==> src/rtl/neopixel_pkg.sv <==
// Shared constants and types for the NeoPixel double-banked pixel buffer.
// Pixel layout is {B, R, G}, one byte per channel, G in the low byte.
package neopixel_pkg;

    localparam int PIXEL_WIDTH = 24;

    typedef enum logic [1:0] {
        CH_GREEN = 2'd0,
        CH_RED   = 2'd1,
        CH_BLUE  = 2'd2,
        CH_RSVD  = 2'd3
    } channel_e;

    typedef enum logic [1:0] {
        IDLE    = 2'd0,
        FETCH   = 2'd1,
        PRESENT = 2'd2
    } state_e;

    function automatic logic [7:0] pixel_lane(input logic [PIXEL_WIDTH-1:0] px,
                                              input logic [1:0]             ch);
        case (ch)
            CH_GREEN: return px[7:0];
            CH_RED:   return px[15:8];
            CH_BLUE:  return px[23:16];
            default:  return 8'h00;
        endcase
    endfunction

endpackage

==> src/rtl/neopixel_bank_ram.sv <==
// One pixel bank: byte-lane synchronous write, combinational read, async clear.
// Out-of-range indices read as zero and never write.
module neopixel_bank_ram
    import neopixel_pkg::*;
#(
    parameter int PIXELS_MAX  = 3,
    parameter int PIXELS_BITS = 2
) (
    input  logic                   clk_i,
    input  logic                   rst_i,
    input  logic                   wr_en_i,
    input  logic [PIXELS_BITS-1:0] wr_idx_i,
    input  logic [1:0]             wr_lane_i,
    input  logic [7:0]             wr_data_i,
    input  logic [PIXELS_BITS-1:0] rd_idx_i,
    output logic [PIXEL_WIDTH-1:0] rd_data_o
);

    localparam logic [PIXELS_BITS:0] DEPTH = (PIXELS_BITS+1)'(PIXELS_MAX);

    logic [PIXEL_WIDTH-1:0] mem_q [PIXELS_MAX];

    always_ff @(posedge clk_i or posedge rst_i) begin
        if (rst_i) begin
            for (int i = 0; i < PIXELS_MAX; i++) begin
                mem_q[i] <= '0;
            end
        end else if (wr_en_i && ({1'b0, wr_idx_i} < DEPTH)) begin
            case (wr_lane_i)
                CH_GREEN: mem_q[wr_idx_i][7:0]   <= wr_data_i;
                CH_RED:   mem_q[wr_idx_i][15:8]  <= wr_data_i;
                CH_BLUE:  mem_q[wr_idx_i][23:16] <= wr_data_i;
                default:  ;
            endcase
        end
    end

    assign rd_data_o = ({1'b0, rd_idx_i} < DEPTH) ? mem_q[rd_idx_i] : '0;

endmodule

==> src/rtl/neopixel_pixel_buffer.sv <==
// Double-banked pixel store feeding the NeoPixel serializer. Host writes the back
// bank; FRAME_START swaps banks and streams the front bank pixel by pixel.
//
// state   | meaning
// IDLE    | no frame in flight, waiting for FRAME_START
// FETCH   | latch front[index] and its LAST flag into the output registers
// PRESENT | pixel offered to the serializer, waiting for PIXEL_REQ
module neopixel_pixel_buffer
    import neopixel_pkg::*;
#(
    parameter int PIXELS_MAX  = 3,
    parameter int PIXELS_BITS = 2
) (
    input  logic                   CLK_10MHZ,
    input  logic                   RESET,
    input  logic [PIXELS_BITS+1:0] BUS_ADDR,
    input  logic [7:0]             BUS_DATA_W,
    input  logic                   BUS_WRITE,
    output logic [7:0]             BUS_DATA_R,
    input  logic                   FRAME_START,
    output logic                   FRAME_BUSY,
    output logic [PIXEL_WIDTH-1:0] PIXEL_VALUE,
    output logic                   PIXEL_VALID,
    output logic                   PIXEL_LAST,
    input  logic                   PIXEL_REQ
);

    localparam logic [PIXELS_BITS:0]   DEPTH    = (PIXELS_BITS+1)'(PIXELS_MAX);
    localparam logic [PIXELS_BITS-1:0] LAST_IDX = PIXELS_BITS'(PIXELS_MAX - 1);

    state_e                 state_q, state_d;
    logic                   bank_sel_q, bank_sel_d;
    logic [PIXELS_BITS-1:0] idx_q, idx_d;
    logic [PIXEL_WIDTH-1:0] value_q, value_d;
    logic                   last_q, last_d;
    logic                   valid_q, valid_d;
    logic [7:0]             data_r_q, data_r_d;

    logic [PIXELS_BITS-1:0] addr_idx;
    logic [1:0]             addr_ch;
    logic                   addr_ok;
    logic                   wr_ok;
    logic [PIXELS_BITS-1:0] rd_idx0, rd_idx1;
    logic [PIXEL_WIDTH-1:0] rd_data0, rd_data1;
    logic [PIXEL_WIDTH-1:0] front_px, back_px;

    assign {addr_idx, addr_ch} = BUS_ADDR;
    assign addr_ok = ({1'b0, addr_idx} < DEPTH) && (addr_ch != CH_RSVD);
    assign wr_ok   = BUS_WRITE && addr_ok;

    // bank_sel names the front bank; each bank's read port serves the FSM when
    // it is front and the host readback when it is back.
    assign rd_idx0  = bank_sel_q ? addr_idx : idx_q;
    assign rd_idx1  = bank_sel_q ? idx_q    : addr_idx;
    assign front_px = bank_sel_q ? rd_data1 : rd_data0;
    assign back_px  = bank_sel_q ? rd_data0 : rd_data1;

    neopixel_bank_ram #(
        .PIXELS_MAX (PIXELS_MAX),
        .PIXELS_BITS(PIXELS_BITS)
    ) u_bank0 (
        .clk_i    (CLK_10MHZ),
        .rst_i    (RESET),
        .wr_en_i  (wr_ok && bank_sel_q),
        .wr_idx_i (addr_idx),
        .wr_lane_i(addr_ch),
        .wr_data_i(BUS_DATA_W),
        .rd_idx_i (rd_idx0),
        .rd_data_o(rd_data0)
    );

    neopixel_bank_ram #(
        .PIXELS_MAX (PIXELS_MAX),
        .PIXELS_BITS(PIXELS_BITS)
    ) u_bank1 (
        .clk_i    (CLK_10MHZ),
        .rst_i    (RESET),
        .wr_en_i  (wr_ok && !bank_sel_q),
        .wr_idx_i (addr_idx),
        .wr_lane_i(addr_ch),
        .wr_data_i(BUS_DATA_W),
        .rd_idx_i (rd_idx1),
        .rd_data_o(rd_data1)
    );

    assign data_r_d = addr_ok ? pixel_lane(back_px, addr_ch) : 8'h00;

    always_comb begin
        state_d    = state_q;
        bank_sel_d = bank_sel_q;
        idx_d      = idx_q;
        value_d    = value_q;
        last_d     = last_q;
        valid_d    = valid_q;
        case (state_q)
            IDLE: begin
                valid_d = 1'b0;
                if (FRAME_START) begin
                    bank_sel_d = !bank_sel_q;
                    idx_d      = '0;
                    state_d    = FETCH;
                end
            end
            FETCH: begin
                value_d = front_px;
                last_d  = (idx_q == LAST_IDX);
                valid_d = 1'b0;
                state_d = PRESENT;
            end
            PRESENT: begin
                // VALID rises one cycle after entering PRESENT, so a REQ in that
                // first cycle is ignored and the refill gap is two cycles.
                if (valid_q && PIXEL_REQ) begin
                    valid_d = 1'b0;
                    if (last_q) begin
                        state_d = IDLE;
                    end else begin
                        idx_d   = idx_q + 1'b1;
                        state_d = FETCH;
                    end
                end else begin
                    valid_d = 1'b1;
                end
            end
            default: begin
                state_d = IDLE;
                valid_d = 1'b0;
            end
        endcase
    end

    always_ff @(posedge CLK_10MHZ or posedge RESET) begin
        if (RESET) begin
            state_q    <= IDLE;
            bank_sel_q <= 1'b0;
            idx_q      <= '0;
            value_q    <= '0;
            last_q     <= 1'b0;
            valid_q    <= 1'b0;
            data_r_q   <= 8'h00;
        end else begin
            state_q    <= state_d;
            bank_sel_q <= bank_sel_d;
            idx_q      <= idx_d;
            value_q    <= value_d;
            last_q     <= last_d;
            valid_q    <= valid_d;
            data_r_q   <= data_r_d;
        end
    end

    assign FRAME_BUSY  = (state_q != IDLE);
    assign PIXEL_VALUE = value_q;
    assign PIXEL_VALID = valid_q;
    assign PIXEL_LAST  = last_q;
    assign BUS_DATA_R  = data_r_q;

endmodule

==> config.mk <==
export PLATFORM = sky130hd
export DESIGN_NAME = neopixel_pixel_buffer
export DESIGN_NICKNAME = d
export VERILOG_FILES = /design/src/rtl/neopixel_pkg.sv /design/src/rtl/neopixel_bank_ram.sv /design/src/rtl/neopixel_pixel_buffer.sv
export SDC_FILE = /design/constraint.sdc
export NUM_CORES = 1
export LEC_CHECK = 0
export BUFFER_PORTS_ARGS = -buffer_cell sky130_fd_sc_hd__buf_2
export CORE_MARGIN = 5
export CORE_UTILIZATION = 37
export CTS_BUF_LIST = sky130_fd_sc_hd__clkbuf_2
export CTS_CLUSTER_DIAMETER = 60
export CTS_CLUSTER_SIZE = 24
export DETAILED_ROUTE_END_ITERATION = 16
export HOLD_SLACK_MARGIN = 0.08
export MAX_ROUTING_LAYER = met4
export SLEW_MARGIN = 5
export SYNTH_ARGS = -nofsm -noshare
export SYNTH_HDL_FRONTEND = slang
export SYNTH_HIERARCHICAL = 1
export SYNTH_SLANG_ARGS = --single-unit
==> constraint.sdc <==
create_clock -name CLK_10MHZ -period 4 [get_ports CLK_10MHZ]
set_clock_uncertainty 0.15 [all_clocks]
set_input_delay 0.4 -clock CLK_10MHZ [delete_from_list [all_inputs] [get_ports CLK_10MHZ]]
set_output_delay 0.4 -clock CLK_10MHZ [all_outputs]
set_load 0.05 [all_outputs]
==> parameters.txt, run 1 <==
Parameter                              Value

Drt
  Total routed wirelength    about 24000 um
  Violation count after the first detailed-routing iteration    around 520
  Number of nets still failing antenna checks after routing    0
  Post-detailed-route wirelength per cell    about 21 um
  Uppermost routed layer    met4
  Detailed-routing iteration count for the pre-antenna-repair pass    5
  Post-route met1 wirelength    around 11000 um
  Met3 WL post-DR    around 1300 um
  Met2 wire length    11020 um
  Overall via count from detail_route    between 6000 and 7000
  DRC violations left    0
  DR vias/cell    about 5.6

Timing
  Share of the clock period used by the worst path    between 70% and 80%
  Final Hold Vio Count    0
  Final Slew Violations    0
  Worst setup margin    887.3 ps
  Setup repair after global routing missed its margin    no
  Final setup viols    0
  Actual slew at the worst max-slew pin    just over 900 ps
  Highest clock frequency the design can meet    321.3 MHz
  Relative max-transition margin    37.81%
  Minimum clock period    3113 ps
  Sum of negative setup slack    0 ps

Layout
  Layout overhead on the synthesized area    9.873%
  Filler cell count in the final layout    around 2200
  Final layout net count    approximately 800
  Share of layout cells above drive strength 1    between 15 and 20%

Worst setup path
  Crit. End Element    register
  Launch point of the critical path    bank_sel_q$_DFFE_PP0P_
  Crit path largest cell delay    about 700 ps
  Critical Path, Cell by Cell    mux2_2, nor2b_1, buf_4, nand2_1, o21ai_0, mux4_2, a22oi_1, nor2_1
  Critical-path top delay cell    sky130_fd_sc_hd__dfrtp_2
  Crit path required time    4480 ps
  Worst-path fanout max    25
  Crit path kind    register to register
  Crit path buf inv count    1
  Sort of element at the start of the critical path    register
  Launch instance of the worst register-to-register path    bank_sel_q$_DFFE_PP0P_
  Critical path arrival    around 3600 ps
  Kind of cell adding the most delay to the critical path    multiplexers

Global routing
  Pin count of the biggest net entering global routing    51
  Overall routing resource usage    a little under a fifth
  Number of antenna violations at the first check in global routing    1
  Global-route wire length before repair    between 30000 and 40000 um
  Residual overflow from global routing    0
  Vias in the first global route    between 6000 and 7000

Synth
  Synthesized net count    ~770
  Post-Synth XOR/XNOR Area    less than 1%
  Share of synthesized cell area in full adder, half adder and majority cells    under 10%
  Largest family of logic cells by synthesized area    compound AO/OA/AOI/OAI gates
  Fraction of the mapped netlist area in compound gates    21.41%
  Number of warnings reported in the yosys synthesis log    6
  Cell count after synthesis    749
  Distinct cell type count of the synthesized netlist    44
  Mux contribution to synthesized area    about 12%
  Synth Register Bits    between 150 and 200
  Simple-gate area share of the yosys netlist    8.968%
  Total standard cell area after synthesis    8706 sq um
  Part of the Yosys area used for sequential elements    52.60%
  Mean instance size in the synthesized netlist    approximately 12 sq um

Floorplan
  Die span in x    ~160 um
  IO Count    52
  Area of the placeable core    about 23000 sq um
  Die footprint    about 27000 sq um
  FP Rows    56
  Initial Utilization    a little under two fifths
  Y dimension of the die    roughly 160 um

Power and ir drop
  Gate power share    between 30% and 40%
  Internal power contribution    approximately 3.2 mW
  Static Leak    around 4.5 nW
  Relative contribution of sequential cells to total power    a little under half
  Net switching power    between 2 and 2.5 mW
  VDD IR max    approximately 0.34 mV
  Power share of the clock group    roughly 16%
  Pwr Density    around 590 nW/um^2
  Fraction of power spent switching nets    between 40% and 50%

Clocking
  Clock slew at the register clock pins of the worst setup and hold paths    approximately 280 ps
  CTS buffer count    17
  Clk root buf    sky130_fd_sc_hd__clkbuf_2
  Count of H-tree levels built during CTS    4
  PostCTS Resize Cnt    0
  Clk sink count    183
  CTS tree    done
  Clock insertion delay at the later pin of the skew report    ~760 ps
  Post-CTS setup buffer count    0
  # hold bufs at CTS    13
  Longest Clk Path Bufs    2

Placement
  Worst setup slack before clock tree synthesis    871.0 ps
  IO Port Bufs    ~50
  Dpl hpwl    15920 um
  Routability congestion estimate    between 0.8 and 0.9

Run status
  Result of the run    completed

Min path
  Hold path startpoint    BUS_ADDR[3]
  Worst hold path class    primary input to register

Flow run
  Max-cap violation count    0
==> stage by stage <==
stage / cell area, sq um / util (%) / instances / power [mW] / hold WS [ps]
floorplan: 8706 / - / 749 / 4.186 / 315.4
global placement: 9225 / 39.54 / 1080 / 4.739 / 195.6
detailed placement: 9225 / 39.54 / 1080 / 4.762 / 194.5
CTS: 9563 / 40.99 / 1125 / 5.651 / 116.6
global route: 9565 / 41.00 / 1126 / 5.937 / 122.7
finish: 9565 / 41.00 / 1126 / 5.613 / 187.9
==> layer usage <==
layer  GRT usage, %  up-vias
met5              -        -
met4          6.100        0
met3          2.978       31
met2          27.83      204
met1          26.90     3175
li1               -     2878
==> worst reg2reg max path: cells and delay by family (launching register included) <==
kind            cells  cell delay [ps]
flops               1              700
mux                 2             1150
simple gates        3              410
compound gates      2              340
buf+inv             1              230
==> kinds of logic (layout without fill, tap and decap cells) <==
kind of cell	Yosys count	after routing
DFF	183	183
adders and majority gates	7	7
xor gates and xnor gates	1	1
muxes	94	94
other	0	1
AOI/OAI and AO/OA	251	251
and+or+nand+nor	141	141
buffers and inverters	72	129
==> cells in the final DEF (no fill, tap or decap), drive strengths merged, types with 2 or more instances in the layout <==
cell type    count
inv             23
nor3b            3
o21ai           80
a22oi            7
nand3b           2
nor2            17
clkinv           8
nor2b           10
ha               7
clkbuf          17
nor3             3
mux2i           72
a21oi            6
nand4bb          2
mux4             8
dfrtp          183
nand2b           6
nand3            4
and4b            3
mux2            14
o21bai           2
nor4b            3
o2111ai          3
a22o           145
dlygate4sd3     13
nand4            3
buf             67
o211ai           8
nand2           79
==> power groups by stage <==
stage | Combinational (mW) | Clock [mW] | Sequential (mW)
floorplan | 1.37 | 0 | 2.82
global placement | 2.18 | 0 | 2.56
detailed placement | 2.21 | 0 | 2.55
CTS | 2.22 | 0.905 | 2.52
global route | 2.38 | 0.980 | 2.58
finish | 2.21 | 0.869 | 2.53
==> final timing paths <==
check                                         endpoint  slack (ps)  depth (start not counted)
max in group asynchronous   asynchronous set/reset pin        2000                          5
setup / recovery               BUS_DATA_R[1]$_DFF_PP0_         890                          8
hold reg to reg            PIXEL_VALUE[21]$_DFFE_PP0N_         370                          2
hold / removal                                register         190                          3
min in group asynchronous         idx_q[1]$_DFFE_PP0P_         210                          3
setup reg to reg               BUS_DATA_R[1]$_DFF_PP0_         890                          8
==> cell usage after synthesis, drive strengths merged <==
library cell,count,area [sq um]
and2b,1,7.510
nor2,17,78.82
nand3,4,20.02
nand4bb,2,22.52
nand2,79,296.5
and3,1,6.260
a22o,145,1270
nand4,3,18.77
nor3,3,20.02
a22oi,7,52.55
ha,7,87.58
o21bai,2,15.01
or3b,1,8.760
nor3b,3,45.05
nor4b,3,71.32
mux4,8,183.9
and4b,3,30.03
nand4b,1,8.760
o211ai,8,70.06
o2111ai,3,26.28
and2,1,6.260
inv,17,63.81
buf,37,191.4
a21oi,6,30.03
xnor2,1,8.760
nor2b,10,62.56
nand2b,6,37.54
mux2i,72,720.7
nand3b,2,27.53
dfrtp,183,4579
o21ai,80,400.4
nor4,1,12.51
mux2,14,157.7
clkbuf,18,67.56
==> layout make-up <==
type / instances / area (sq um) / share of cell area [%]
repair buffers: 80 / 505.5 / 5.285
flip-flops and latches: 183 / 4581 / 47.89
clock inverters: 15 / 122.6 / 1.282
clock buffers: 17 / 85.08 / 0.8895
diodes: 1 / 2.502 / 0.02616
well taps: 319 / 399.1 / 4.173
inverters: 17 / 63.81 / 0.6671
multi-input cells: 494 / 3806 / 39.79
No activity file was read; power rests on OpenSTA's default activity.
==> run 2, diff against run 1 <==
--- a/config.mk
+++ b/config.mk
@@ -5,6 +5,7 @@
 export SDC_FILE = /design/constraint.sdc
 export NUM_CORES = 1
 export LEC_CHECK = 0
+export ABC_AREA = 1
 export BUFFER_PORTS_ARGS = -buffer_cell sky130_fd_sc_hd__buf_2
 export CORE_MARGIN = 5
 export CORE_UTILIZATION = 37
==> constraint.sdc (replaced) <==
create_clock -name CLK_10MHZ -period 2.9 [get_ports CLK_10MHZ]
set_clock_uncertainty 0.15 [all_clocks]
set_input_delay 0.29 -clock CLK_10MHZ [delete_from_list [all_inputs] [get_ports CLK_10MHZ]]
set_output_delay 0.29 -clock CLK_10MHZ [all_outputs]
set_load 0.05 [all_outputs]
==> run 2 against run 1 <==
Net effect:
- clock power grew 55%
- highest routed layer unchanged
- critical path type unchanged
- routed wire length rose by 59%
- clock-buffer cell count increased by 1
==> parameters.txt, run 2 <==
Parameter                              Value

Run status
  Result of the run    completed

Power and ir drop
  Pwr Density    approximately 740 nW/um^2
  Net switching power    between 4 and 5 mW
  Internal power contribution    4.583 mW
  VDD IR max    between 0.3 and 0.4 mV
  Fraction of power spent switching nets    between 50% and 60%
  Relative contribution of sequential cells to total power    about two fifths
  Gate power share    a little under half
  Static Leak    about 7.1 nW
  Power share of the clock group    about 15%

Synth
  Part of the Yosys area used for sequential elements    around two fifths
  Cell types with the largest area share after synthesis    sky130_fd_sc_hd__dfrtp_1 (40%), sky130_fd_sc_hd__nand2_1 (30%), sky130_fd_sc_hd__nand3_1 (11%)
  Cell count after synthesis    between 1500 and 2000
  EDFF count, synth    0
  Mean instance size in the synthesized netlist    6.353 sq um
  Distinct cell type count of the synthesized netlist    25
  Share of async-settable or async-resettable flops after synthesis    between 90% and 100%
  Biggest area consumer among synthesized cells    sky130_fd_sc_hd__dfrtp_1
  Post-synth top cells    sky130_fd_sc_hd__nand2_1 (907), sky130_fd_sc_hd__nand3_1 (251), sky130_fd_sc_hd__dfrtp_1 (183)
  Post-synth top area share    between 40% and 50%
  Number of warnings reported in the yosys synthesis log    6
  Most used standard cell by instance count after synthesis    sky130_fd_sc_hd__nand2_1
  Synthesized net count    about 1800
  Total standard cell area after synthesis    roughly 11000 sq um
  Synth Register Bits    between 150 and 200
  Prevailing post-synth register cell    sky130_fd_sc_hd__dfrtp_1

Floorplan
  Y dimension of the die    roughly 190 um
  FP Rows    64
  IO Count    52
  Die span in x    185.9 um
  Initial Utilization    between 30% and 40%
  Die footprint    about 35000 sq um
  Area of the placeable core    between 30000 and 40000 sq um

Placement
  Cell area reported after detailed placement    12110 sq um
  Dpl hpwl    between 20000 and 30000 um
  Routability congestion estimate    roughly 0.92
  IO Port Bufs    51
  Number of instances in the placed design    about 2200

Worst setup path
  Worst-path fanout max    24
  CP dominant cell by count    sky130_fd_sc_hd__nand2_1
  Sort of element at the start of the critical path    register
  Critical Path, Cell by Cell    buf_4, nand2_1, o21ai_1, buf_4, o21ai_0, o21ai_0, inv_1, nand2_1, nand3_1, nand3_1, nand2_1, inv_1
  Crit. End Element    register
  Crit path largest cell delay    around 630 ps
  Critical path arrival    3150 ps
  Launch point of the critical path    bank_sel_q$_DFFE_PP0P_
  Launch instance of the worst register-to-register path    bank_sel_q$_DFFE_PP0P_
  Crit path kind    register to register
  Crit path required time    approximately 3500 ps
  Critical-path top delay cell    sky130_fd_sc_hd__dfrtp_2

Timing
  Sum of negative setup slack    0 ps
  Worst hold slack    slightly above 200 ps
  Final Slew Violations    0
  Final Hold Vio Count    0
  Actual slew at the worst max-slew pin    about 640 ps
  Relative max-transition margin    a little under three fifths
  Final setup viols    0
  Highest clock frequency the design can meet    a little under 400 MHz
  Minimum clock period    approximately 2600 ps
  Share of the clock period used by the worst path    88.22%
  Setup repair after global routing missed its margin    no

Clocking
  PostCTS Resize Cnt    0
  # hold bufs at CTS    20
  Clock insertion delay at the later pin of the skew report    800 ps
  Clk sink count    183
  Clk root buf    sky130_fd_sc_hd__clkbuf_2
  Count of H-tree levels built during CTS    4
  CTS buffer count    17
  Post-CTS setup buffer count    0
  Clock slew at the register clock pins of the worst setup and hold paths    between 200 and 300 ps
  Longest Clk Path Bufs    2
  CTS tree    done

Global routing
  Overall routing resource usage    22.98%
  Residual overflow from global routing    0
  Number of antenna violations at the first check in global routing    1
  Global-route wire length before repair    roughly 61000 um
  Pin count of the biggest net entering global routing    50
  Vias in the first global route    10769

Min path
  Hold path startpoint    PIXEL_REQ
  Worst hold path class    primary input to register

Drt
  Total routed wirelength    between 30000 and 40000 um
  DRC violations left    0
  Overall via count from detail_route    11745
  Detailed-routing iteration count for the pre-antenna-repair pass    6
  Post-detailed-route wirelength per cell    17.09 um
  Violation count after the first detailed-routing iteration    roughly 1300
  DR vias/cell    ~5.2
  Number of nets still failing antenna checks after routing    0

Layout
  Filler cell count in the final layout    roughly 3200
  Post-route cell area    approximately 13000 sq um
  Finished Layout Cells    roughly 2200
  Commonest non-fill, non-tap cells in the layout    sky130_fd_sc_hd__nand2_1 (907), sky130_fd_sc_hd__nand3_1 (251), sky130_fd_sc_hd__dfrtp_1 (182), sky130_fd_sc_hd__o21ai_0 (112), sky130_fd_sc_hd__nor2_1 (86)
  Most frequent standard cell in the layout excluding fill and tap cells    sky130_fd_sc_hd__nand2_1
  Share of layout cells above drive strength 1    9.106%
  Final layout net count    between 1500 and 2000
  Layout overhead on the synthesized area    9.619%
  Final core area utilization    between 40% and 50%

Flow run
  Max-cap violation count    0
-- run 2: changes by cell type after synthesis, sizes merged, moves of 7 or more --
cell | before | now
nor2b | 10 | 0
a22oi | 7 | 0
inv | 17 | 86
o21ai | 80 | 149
a22o | 145 | 0
o211ai | 8 | 0
nand2 | 79 | 910
buf | 37 | 63
mux2i | 72 | 0
mux2 | 14 | 0
nor2 | 17 | 101
clkbuf | 18 | 42
nand3 | 4 | 253
mux4 | 8 | 0
-- run 2: cell type report --
| type | count | area [sq um] | share of cell area (%) |
|---|---|---|---|
| multi-input cells | 1428 | 6042 | 48.15 |
| flip-flops and latches | 183 | 4581 | 36.50 |
| repair buffers | 116 | 868.3 | 6.920 |
| well taps | 396 | 495.5 | 3.949 |
| inverters | 86 | 325.3 | 2.592 |
| clock inverters | 14 | 143.9 | 1.147 |
| clock buffers | 18 | 90.09 | 0.7179 |
| diodes | 1 | 2.502 | 0.01994 |
-- run 2: per-layer routing --
layer / wire length, um / vias to the layer above / global-route usage (%)
met5: 0 / - / -
met4: 1164 / 0 / 7.287
met3: 2601 / 73 / 3.400
met2: 17280 / 471 / 34.63
met1: 17260 / 5469 / 32.03
li1: - / 5732 / -
-- run 2: final timing paths --
path / endpoint / slack, ps / cells after the start
worst min register to register: register / 390 / 2
worst min-delay path: PIXEL_VALID$_DFF_PP0_ / 200 / 5
worst max-delay path: BUS_DATA_R[7]$_DFF_PP0_ / 340 / 12
min in group asynchronous: asynchronous set/reset pin / 480 / 4
worst max register to register: BUS_DATA_R[7]$_DFF_PP0_ / 340 / 12
max in group asynchronous: asynchronous set/reset pin / 1310 / 5
-- run 2: worst max-delay path: cells and delay by family, from the launching register on --
kind	cells	cell delay (ps)
simple gates	5	440
buf+inv	4	720
compound gates	3	590
flops	1	630
-- run 2: cells by family after synthesis --
family	after synthesis	synth area share (%)
adder cells (fa/ha/maj)	7	0.7651
flip-flops	183	40.00
XOR/XNOR	1	0.07653
AO/OA/AOI/OAI	150	6.656
AND/OR/NAND/NOR	1270	45.11
buffers and inverters	191	7.389
-- run 2: power by group through the flow --
stage | combinational [mW] | clock (mW) | sequential [mW]
floorplan | 2.57 | 0 | 4.03
finish | 4.30 | 1.35 | 3.60
global placement | 4.23 | 0 | 3.63
CTS | 4.28 | 1.38 | 3.59
global route | 4.78 | 1.48 | 3.66
detailed placement | 4.25 | 0 | 3.64
-- run 2: metrics by stage --
| step | worst slack (ps) | power, mW |
|---|---|---|
| 6_report | 341.6 | 9.255 |
| 5_1_grt | 53.57 | 9.926 |
| 4_1_cts | 393.5 | 9.260 |
| 3_5_place_dp | 419.4 | 7.885 |
| 3_3_place_gp | 425.7 | 7.863 |
| 2_1_floorplan | 635.1 | 6.598 |
